$ cat src/rtl/sync_fifo_flags_if.sv
// Handshake and status bundle for sync_fifo_flags. The producer/consumer side uses the
// master modport and the FIFO uses the slave modport.
interface sync_fifo_flags_if #(
    parameter int unsigned WIDTH = 8,
    parameter int unsigned DEPTH = 16
);
    localparam int unsigned CW = $clog2(DEPTH) + 1;

    logic             winc;
    logic [WIDTH-1:0] wdata;
    logic             rinc;
    logic [WIDTH-1:0] rdata;
    logic             rvalid;
    logic             wfull;
    logic             rempty;
    logic             almost_full;
    logic             almost_empty;
    logic [CW-1:0]    count;
    logic             overflow;
    logic             underflow;

    modport master (
        output winc, wdata, rinc,
        input  rdata, rvalid, wfull, rempty, almost_full, almost_empty, count, overflow, underflow
    );

    modport slave (
        input  winc, wdata, rinc,
        output rdata, rvalid, wfull, rempty, almost_full, almost_empty, count, overflow, underflow
    );
endinterface

$ cat src/rtl/sync_fifo_flags.sv
// Single-clock register-array FIFO with occupancy count, almost thresholds, error pulses
// and selectable standard (registered) or first-word-fall-through read.
module sync_fifo_flags #(
    parameter int unsigned WIDTH    = 8,
    parameter int unsigned DEPTH    = 16,
    parameter int unsigned AF_LEVEL = 12,
    parameter int unsigned AE_LEVEL = 3,
    parameter int unsigned FWFT     = 0
) (
    input  logic               clk,
    input  logic               rstn,
    sync_fifo_flags_if.slave   bus
);
    localparam int unsigned AW = $clog2(DEPTH);
    localparam int unsigned CW = AW + 1;

    logic [WIDTH-1:0] mem_q [DEPTH];
    logic [AW-1:0]    wptr_q, wptr_d;
    logic [AW-1:0]    rptr_q, rptr_d;
    logic [CW-1:0]    count_q, count_d;
    logic [WIDTH-1:0] rdata_q, rdata_d;
    logic             rvalid_q, rvalid_d;
    logic             wfull_q, wfull_d;
    logic             rempty_q, rempty_d;
    logic             afull_q, afull_d;
    logic             aempty_q, aempty_d;
    logic             ovf_q, ovf_d;
    logic             unf_q, unf_d;
    logic             wr_acc_c, rd_acc_c;

    // Next-state: accept decisions use pre-edge flags; flags derive from next count
    always_comb begin
        wr_acc_c = bus.winc & ~wfull_q;
        rd_acc_c = bus.rinc & ~rempty_q;
        wptr_d   = wptr_q;
        rptr_d   = rptr_q;
        count_d  = count_q;
        rdata_d  = rdata_q;
        rvalid_d = 1'b0;

        if (wr_acc_c) begin
            wptr_d = wptr_q + AW'(1);
        end
        if (rd_acc_c) begin
            rptr_d   = rptr_q + AW'(1);
            rdata_d  = mem_q[rptr_q];
            rvalid_d = 1'b1;
        end

        case ({wr_acc_c, rd_acc_c})
            2'b10:   count_d = count_q + CW'(1);
            2'b01:   count_d = count_q - CW'(1);
            default: count_d = count_q;
        endcase

        wfull_d  = (count_d == CW'(DEPTH));
        rempty_d = (count_d == CW'(0));
        afull_d  = (count_d >= CW'(AF_LEVEL));
        aempty_d = (count_d <= CW'(AE_LEVEL));
        ovf_d    = bus.winc & wfull_q;
        unf_d    = bus.rinc & rempty_q;
    end

    always_ff @(posedge clk or negedge rstn) begin
        if (!rstn) begin
            wptr_q   <= '0;
            rptr_q   <= '0;
            count_q  <= '0;
            rdata_q  <= '0;
            rvalid_q <= 1'b0;
            wfull_q  <= 1'b0;
            rempty_q <= 1'b1;
            afull_q  <= 1'b0;
            aempty_q <= 1'b1;
            ovf_q    <= 1'b0;
            unf_q    <= 1'b0;
        end else begin
            wptr_q   <= wptr_d;
            rptr_q   <= rptr_d;
            count_q  <= count_d;
            rdata_q  <= rdata_d;
            rvalid_q <= rvalid_d;
            wfull_q  <= wfull_d;
            rempty_q <= rempty_d;
            afull_q  <= afull_d;
            aempty_q <= aempty_d;
            ovf_q    <= ovf_d;
            unf_q    <= unf_d;
        end
    end

    // Storage is deliberately not reset
    always_ff @(posedge clk) begin
        if (wr_acc_c) begin
            mem_q[wptr_q] <= bus.wdata;
        end
    end

    generate
        if (FWFT != 0) begin : g_fwft
            assign bus.rdata  = mem_q[rptr_q];
            assign bus.rvalid = ~rempty_q;
        end else begin : g_std
            assign bus.rdata  = rdata_q;
            assign bus.rvalid = rvalid_q;
        end
    endgenerate

    assign bus.wfull        = wfull_q;
    assign bus.rempty       = rempty_q;
    assign bus.almost_full  = afull_q;
    assign bus.almost_empty = aempty_q;
    assign bus.count        = count_q;
    assign bus.overflow     = ovf_q;
    assign bus.underflow    = unf_q;
endmodule

$ cat src/flat_wrapper.sv
// flat-port wrapper written by rule: the top's interface ports become plain ports
module sync_fifo_flags_flat 
#(
    parameter int unsigned WIDTH    = 8,
    parameter int unsigned DEPTH    = 16,
    parameter int unsigned AF_LEVEL = 12,
    parameter int unsigned AE_LEVEL = 3,
    parameter int unsigned FWFT     = 0
)
  (clk, rstn, bus_winc, bus_wdata, bus_rinc, bus_rdata, bus_rvalid, bus_wfull, bus_rempty, bus_almost_full, bus_almost_empty, bus_count, bus_overflow, bus_underflow);
  sync_fifo_flags_if #(.WIDTH(WIDTH), .DEPTH(DEPTH)) bus_i ();
  input  logic clk;
  input  logic rstn;
  input wire logic [$bits(bus_i.winc)-1:0] bus_winc;
  input wire logic [$bits(bus_i.wdata)-1:0] bus_wdata;
  input wire logic [$bits(bus_i.rinc)-1:0] bus_rinc;
  output wire logic [$bits(bus_i.rdata)-1:0] bus_rdata;
  output wire logic [$bits(bus_i.rvalid)-1:0] bus_rvalid;
  output wire logic [$bits(bus_i.wfull)-1:0] bus_wfull;
  output wire logic [$bits(bus_i.rempty)-1:0] bus_rempty;
  output wire logic [$bits(bus_i.almost_full)-1:0] bus_almost_full;
  output wire logic [$bits(bus_i.almost_empty)-1:0] bus_almost_empty;
  output wire logic [$bits(bus_i.count)-1:0] bus_count;
  output wire logic [$bits(bus_i.overflow)-1:0] bus_overflow;
  output wire logic [$bits(bus_i.underflow)-1:0] bus_underflow;
  assign bus_i.winc = bus_winc;
  assign bus_i.wdata = bus_wdata;
  assign bus_i.rinc = bus_rinc;
  assign bus_rdata = bus_i.rdata;
  assign bus_rvalid = bus_i.rvalid;
  assign bus_wfull = bus_i.wfull;
  assign bus_rempty = bus_i.rempty;
  assign bus_almost_full = bus_i.almost_full;
  assign bus_almost_empty = bus_i.almost_empty;
  assign bus_count = bus_i.count;
  assign bus_overflow = bus_i.overflow;
  assign bus_underflow = bus_i.underflow;
  sync_fifo_flags #(.WIDTH(WIDTH), .DEPTH(DEPTH), .AF_LEVEL(AF_LEVEL), .AE_LEVEL(AE_LEVEL), .FWFT(FWFT)) u_core (.clk(clk), .rstn(rstn), .bus(bus_i));
endmodule
$ cat config.mk
export PLATFORM = sky130hd
export DESIGN_NAME = sync_fifo_flags_flat
export DESIGN_NICKNAME = d
export VERILOG_FILES = /design/src/rtl/sync_fifo_flags_if.sv /design/src/rtl/sync_fifo_flags.sv /design/src/flat_wrapper.sv
export SDC_FILE = /design/constraint.sdc
export NUM_CORES = 1
export LEC_CHECK = 0
export ABC_CLOCK_PERIOD_IN_PS = 2400
export CORE_MARGIN = 5
export CORE_UTILIZATION = 25
export DETAILED_ROUTE_END_ITERATION = 10
export GPL_TIMING_DRIVEN = 0
export PLACE_DENSITY_LB_ADDON = 0.08
export SYNTH_ARGS = -nofsm -noshare
export SYNTH_HDL_FRONTEND = slang
export SYNTH_SLANG_ARGS = --single-unit
$ cat constraint.sdc
create_clock -name clk -period 2.4 [get_ports clk]
set_clock_uncertainty 0.05 [all_clocks]
set_input_delay 0.36 -clock clk [delete_from_list [all_inputs] [get_ports clk]]
set_output_delay 0.36 -clock clk [all_outputs]
set_load 0.01 [all_outputs]
==> flow_summary.yaml, run 1 <==
cells_and_area:
  nets: 374
  fillerInstances: 2454
  final_cell_mix: "128 x edfxtp_1, 30 x clkdlybuf4s50_1, 26 x dfrtp_1, 24 x mux4_2, 17 x clkbuf_16"
  drive_gt1_share_pct: 26.4
  multiInputGateArea_mm2: 0.00167
  final_cells: 698
  antennaDiodeCount: 0
  final_common_cell: "edfxtp_1"
  register_area_mm2: 0.00455
  area_growth_pct: 22.7
grt:
  grt_pass1_wl_um: 21500
  overflow: 0
  grt_pass1_vias: 3151
  grt_max_degree: 29
  grtUsageTotal_pct: 10.7
  antenna_found_initial: 0
floorplanning:
  die_area_mm2: 0.0286
  rows: 58
  ioPinCount: 32
  core_mm2: 0.0250
  dieWidth_um: 169
  start_util_pct: 25.3
  die_h_um: 169
timing:
  layout_worst_path_cycle_share_pct: 97.7
  tightest_slew_ps: 891
  hold_viol_final: 0
  setup_viol: 0
  rsz0062_at_grt: "no"
  report.final.slew_viol_count: 0
  timing.fmax_ghz: 0.427
  layout_min_cycle_time_ps: 2340
  fin_tns_setup_ps: 0
  timing.hold.ws_ps: 466
  maxSlewHeadroom_pct: 40.4
routing:
  drc: 0
  vias: 2944
  drt_iter0_markers: 179
  wl_um: 14700
  wl_per_cell_um: 21.0
  vias_per_cell: 4.22
  ant_nets: 0
  highest_layer: "met4"
  firstDrtPassIters: 5
  dr_wl_met2_um: 7020
  wl_met1_um: 6930
  wl_met3_um: 523
critical_path:
  cpPeakStageDelay_ps: 630
  arrival_ps: 2600
  path_buf_inv: 2
  cp-start-kind: "register"
  critPathRequiredTime_ps: 2650
  critical_path.cell_chain: "buf_6 -> buf_8 -> mux4_1 -> mux4_2 -> mux2_4"
  cp_max_fo: 10
  path_class: "register to register"
  crit_slowest_cell: "mux4_1"
  cp_top_family: "multiplexers"
  end_kind: "register"
synth:
  netlist_area_mm2: 0.00632
  ys.flop_type: "edfxtp_1"
  syn_inst: 300
  synthesis.nets: 319
  yosysSeqAreaShare_pct: 71.9
  avgSynthCellArea_um2: 21.1
  synth_cell_types: 41
  yosysWarningCount: 0
  async_reset_ff_share_pct: 17.9
  synth-seq-cells: 156
  synth-edff-count: 128
worst_hold_path:
  hp-class: "input pin to asynchronous set/reset pin"
placed_design:
  io_buffer_count: 31
  placed_cells: 661
  place_congestion: 0.663
  dp_hpwl_um: 9630
power:
  max-vdd-ir-drop_v: 0.000462
  power_density_mw_per_mm2: 1270
  p_leak_nw: 2.62
cts:
  numClockSinks: 156
  clkLatencyLatePin_ps: 420
  cts-root-buf: "clkbuf_16"
  cts_inserted_buffers: 17
  htreeDepth: 4
  cts.clk_slew.worst_paths_ps: 60
  clockBufferDepth: 2
  cts_tree: "yes"
outcome:
  status: "completed"
run:
  maxCapViolCount: 0
[synth_stat cells (all sizes together) (2+ instances only)]
| cell type | n | area [µm²] |
|---|---|---|
| ha | 7 | 87.6 |
| nor2 | 15 | 56.3 |
| inv | 4 | 15.0 |
| nand4 | 2 | 12.5 |
| and2 | 2 | 12.5 |
| edfxtp | 128 | 3840 |
| nor2b | 3 | 18.8 |
| mux2 | 10 | 143 |
| nand2 | 10 | 40.0 |
| xor2 | 4 | 42.6 |
| xnor2 | 8 | 70.1 |
| mux4 | 40 | 980 |
| dfrtp | 26 | 651 |
| a21oi | 2 | 10.0 |
| clkbuf | 3 | 15.0 |
| nor3 | 5 | 25.0 |
| buf | 13 | 124 |
| nand2b | 3 | 18.8 |
| dfstp | 2 | 52.6 |
[area by class of cell]
cell class	instances	share of cell area, %
multi-input combinational	124	21.5
buffer	16	1.79
timing repair buffer	36	4.45
clock buffer	20	5.63
clock inverter	12	2.52
sequential	156	58.6
tap	330	5.32
inverter	4	0.194
[layer usage]
| metal | GRT usage (%) | up-vias |
|---|---|---|
| met4 | 3.57 | 0 |
| met3 | 2.57 | 14 |
| met2 | 16.8 | 61 |
| met5 | 0 | - |
| li1 | - | 1321 |
| met1 | 14.6 | 1548 |
[worst reg2reg max path, cell delays in order, from the launching register on]
cell	delay [ps]
dfrtp_1	370
buf_6	190
buf_8	190
mux4_1	630
mux4_2	530
mux2_4	270
[power by group]
group | switching [mW] | internal [mW]
logic | 1.66 | 1.66
registers | 0.189 | 3.41
clock network | 1.08 | 1.84
[repair_timing]
action	CTS	global route
pin swaps	1	1
endpoints found under the setup margin	22	6
resized for setup	9	5
endpoints found under the hold margin	26	0
buffers inserted	2	2
hold buffers	1	0
[worst paths after layout]
path                                                 start                              end  slack [ps]  depth (start not counted)
min in group clk           u_core.bus.rdata[6]$_DFFE_PN0P_  u_core.bus.rdata[6]$_DFFE_PN0P_         470                          1
max in group asynchronous                             rstn  u_core.bus.rdata[7]$_DFFE_PN0P_        1380                          2
max reg2reg                   u_core.rptr_q[0]$_DFFE_PN0P_  u_core.bus.rdata[2]$_DFFE_PN0P_          60                          5
max                           u_core.rptr_q[0]$_DFFE_PN0P_  u_core.bus.rdata[2]$_DFFE_PN0P_          60                          5
min reg2reg                u_core.bus.rdata[6]$_DFFE_PN0P_  u_core.bus.rdata[6]$_DFFE_PN0P_         470                          1
min                                                   rstn     u_core.wptr_q[3]$_DFFE_PN0P_         470                          2
[state kept, by name, summed over array words and instances, names as in the netlist]
signal / cells
u_core.bus.rvalid: 1
u_core.bus.rdata: 8
u_core.wptr_q: 4
u_core.mem_q: 128
u_core.bus.overflow: 1
u_core.bus.almost_full: 1
u_core.rptr_q: 4
u_core.bus.underflow: 1
u_core.bus.wfull: 1
u_core.bus.count: 5
u_core.bus.rempty: 1
u_core.bus.almost_empty: 1
[kinds of logic (layout without fill, tap and decap cells)]
family / Yosys count / after routing / share of synthesized area, %
AO/OA/AOI/OAI: 9 / 9 / 1.15
multiplexers: 50 / 50 / 17.8
buffers and inverters: 20 / 88 / 2.43
AND/OR/NAND/NOR: 46 / 46 / 3.58
XOR/XNOR: 12 / 12 / 1.78
flip-flops: 156 / 156 / 71.9
adder cells (fa/ha/maj): 7 / 7 / 1.39
[stage by stage]
| step | power (mW) | util, % | instance area, µm² | setup slack [ps] |
|---|---|---|---|---|
| 2_1_floorplan | 5.69 | - | 6320 | 190 |
| 3_3_place_gp | 6.88 | 28.1 | 7050 | -630 |
| 3_5_place_dp | 6.89 | 28.2 | 7050 | -619 |
| 4_1_cts | 9.96 | 30.9 | 7720 | 6.09 |
| 5_1_grt | 10.3 | 31.0 | 7760 | 4.38 |
| 6_report | 9.83 | 31.0 | 7760 | 56.4 |
Power figures use the tool's default switching activity.
==> run 2, diff against run 1 <==
ABC_CLOCK_PERIOD_IN_PS = 2700   (was 2400)
clock period = 2.7 ns   (was 2.4 ns; I/O delays follow)
==> run 2 against run 1 <==
Against the previous run:
- via count is essentially flat
- clock power shrank 11%
- die area unchanged
- largest power group unchanged
- global-route usage is 0.075 points lower
- count of clock-buffer cells in the layout stayed put
- cell count is 0.29% lower
- sequential share of layout area rose by 0.25 points
==> flow_summary.yaml, run 2 (synthesis gave the netlist of run 1 again) <==
power:
  intPower_mw: 6.10
  p_comb_share_pct: 33.1
  switching_share_pct: 29.4
  pwr-share-clk_pct: 30.0
  seqPwrFrac_pct: 36.9
  max-vdd-ir-drop_v: 0.000361
  power_mw: 8.65
  power_density_mw_per_mm2: 1120
  p_leak_nw: 2.63
  power_switching_mw: 2.54
cells_and_area:
  utilization_pct: 30.9
  largest-register: "u_core.mem_q"
  drive_gt1_share_pct: 23.5
  final_cells: 696
  fillerInstances: 2455
  area_growth_pct: 22.2
  final_cell_mix: "128 x edfxtp_1, 30 x clkdlybuf4s50_1, 26 x dfrtp_1, 21 x mux4_1, 19 x mux4_2"
  antennaDiodeCount: 0
  nets: 372
  final_common_cell: "edfxtp_1"
  largest_reg_flops: 128
critical_path:
  path_class: "input pin to register"
  critical_path.cell_chain: "clkdlybuf4s50_1 -> nor2b_1 -> buf_6 -> inv_2 -> ha_1 -> a21boi_0 -> o22a_1 -> o32ai_2 -> xor2_1 -> nor4b_1"
  critPathRequiredTime_ps: 2960
  cpPeakStageDelay_ps: 480
  crit_slowest_cell: "clkdlybuf4s50_1"
  end_kind: "register"
  arrival_ps: 2750
  cp-start-kind: "input pin"
  cp_max_fo: 9
placed_design:
  dp_hpwl_um: 9630
  placed_cells: 661
  io_buffer_count: 31
  place_congestion: 0.663
routing:
  vias_per_cell: 4.23
  wl_um: 14600
  drt_iter0_markers: 171
  ant_nets: 0
  drc: 0
  vias: 2943
  firstDrtPassIters: 4
  wl_per_cell_um: 21.0
floorplanning:
  rows: 58
  die_area_mm2: 0.0286
  core_mm2: 0.0250
  dieWidth_um: 169
  die_h_um: 169
  start_util_pct: 25.3
  ioPinCount: 32
run:
  maxCapViolCount: 0
grt:
  grt_pass1_vias: 3132
  grtUsageTotal_pct: 10.6
  grt_pass1_wl_um: 21400
  overflow: 0
  grt_max_degree: 29
  antenna_found_initial: 0
cts:
  clkLatencyLatePin_ps: 420
  cts_inserted_buffers: 17
  cts.clk_slew.worst_paths_ps: 60
  clockBufferDepth: 2
  cts-root-buf: "clkbuf_16"
  htreeDepth: 4
  numClockSinks: 156
  cts_tree: "yes"
timing:
  timing.fmax_ghz: 0.401
  report.final.slew_viol_count: 0
  setup_viol: 0
  maxSlewHeadroom_pct: 40.1
  layout_worst_path_cycle_share_pct: 92.4
  hold_viol_final: 0
  rsz0062_at_grt: "no"
  fin_tns_setup_ps: 0
  layout_min_cycle_time_ps: 2490
  tightest_slew_ps: 895
worst_hold_path:
  hp-class: "register to register"
outcome:
  status: "completed"
## run 2: power groups by stage
stage | registers, mW | clock network, mW | logic, mW
after floorplan | 3.26 | 0 | 1.80
after global placement | 3.24 | 0 | 2.88
after detailed placement | 3.25 | 0 | 2.87
after CTS | 3.20 | 2.66 | 2.88
after global routing | 3.23 | 2.76 | 3.09
final | 3.19 | 2.59 | 2.86
## run 2: final timing paths
| check | startpoint | end | slack, ps | depth (start not counted) |
|---|---|---|---|---|
| setup / recovery | bus_winc | u_core.bus.wfull$_DFF_PN0_ | 210 | 10 |
| hold / removal | u_core.bus.rdata[6]$_DFFE_PN0P_ | u_core.bus.rdata[6]$_DFFE_PN0P_ | 470 | 1 |
| setup reg to reg | u_core.rptr_q[0]$_DFFE_PN0P_ | u_core.bus.rdata[6]$_DFFE_PN0P_ | 280 | 5 |
| hold reg to reg | u_core.bus.rdata[6]$_DFFE_PN0P_ | u_core.bus.rdata[6]$_DFFE_PN0P_ | 470 | 1 |
| max in group asynchronous | rstn | u_core.bus.rdata[7]$_DFFE_PN0P_ | 1640 | 2 |
| min in group asynchronous | rstn | u_core.wptr_q[3]$_DFFE_PN0P_ | 520 | 2 |
## run 2: repair_timing
action	CTS	global route
endpoints found under the hold margin	4	0
endpoints found under the setup margin	0	2
gates resized for setup	0	1
hold buffers	1	0
setup buffers	0	2
## run 2: final cells by class
class | count | area [µm²] | area share (%)
inverter | 4 | 15.0 | 0.194
buffer | 16 | 139 | 1.80
multi-input combinational | 124 | 1650 | 21.3
sequential | 156 | 4550 | 58.9
timing repair buffer | 34 | 330 | 4.28
clock buffer | 20 | 437 | 5.65
clock inverter | 12 | 195 | 2.53
tap | 330 | 413 | 5.34
## run 2: routing by layer
layer | track usage (%) | vias to the layer above | share of wire (%)
met5 | 0 | - | 0
met4 | 3.57 | 0 | 1.2
met3 | 2.57 | 15 | 3.6
met2 | 16.8 | 53 | 48
met1 | 14.4 | 1552 | 47
li1 | - | 1323 | -
## run 2: stage by stage
stage	cell area [µm²]	hold slack, ps	worst slack, ps
after global placement	7050	451	-375
after detailed placement	7050	456	-364
final	7720	466	206
after CTS	7690	476	85.9
after floorplan	6320	59.4	489
after global routing	7720	490	29.5
## run 2: critical path: cells and delay by family
family | cells | cell delay [ps]
AO/OA/AOI/OAI | 3 | 610
adder cells (fa/ha/maj) | 1 | 280
AND/OR/NAND/NOR | 2 | 440
buffers and inverters | 3 | 700
XOR/XNOR | 1 | 310
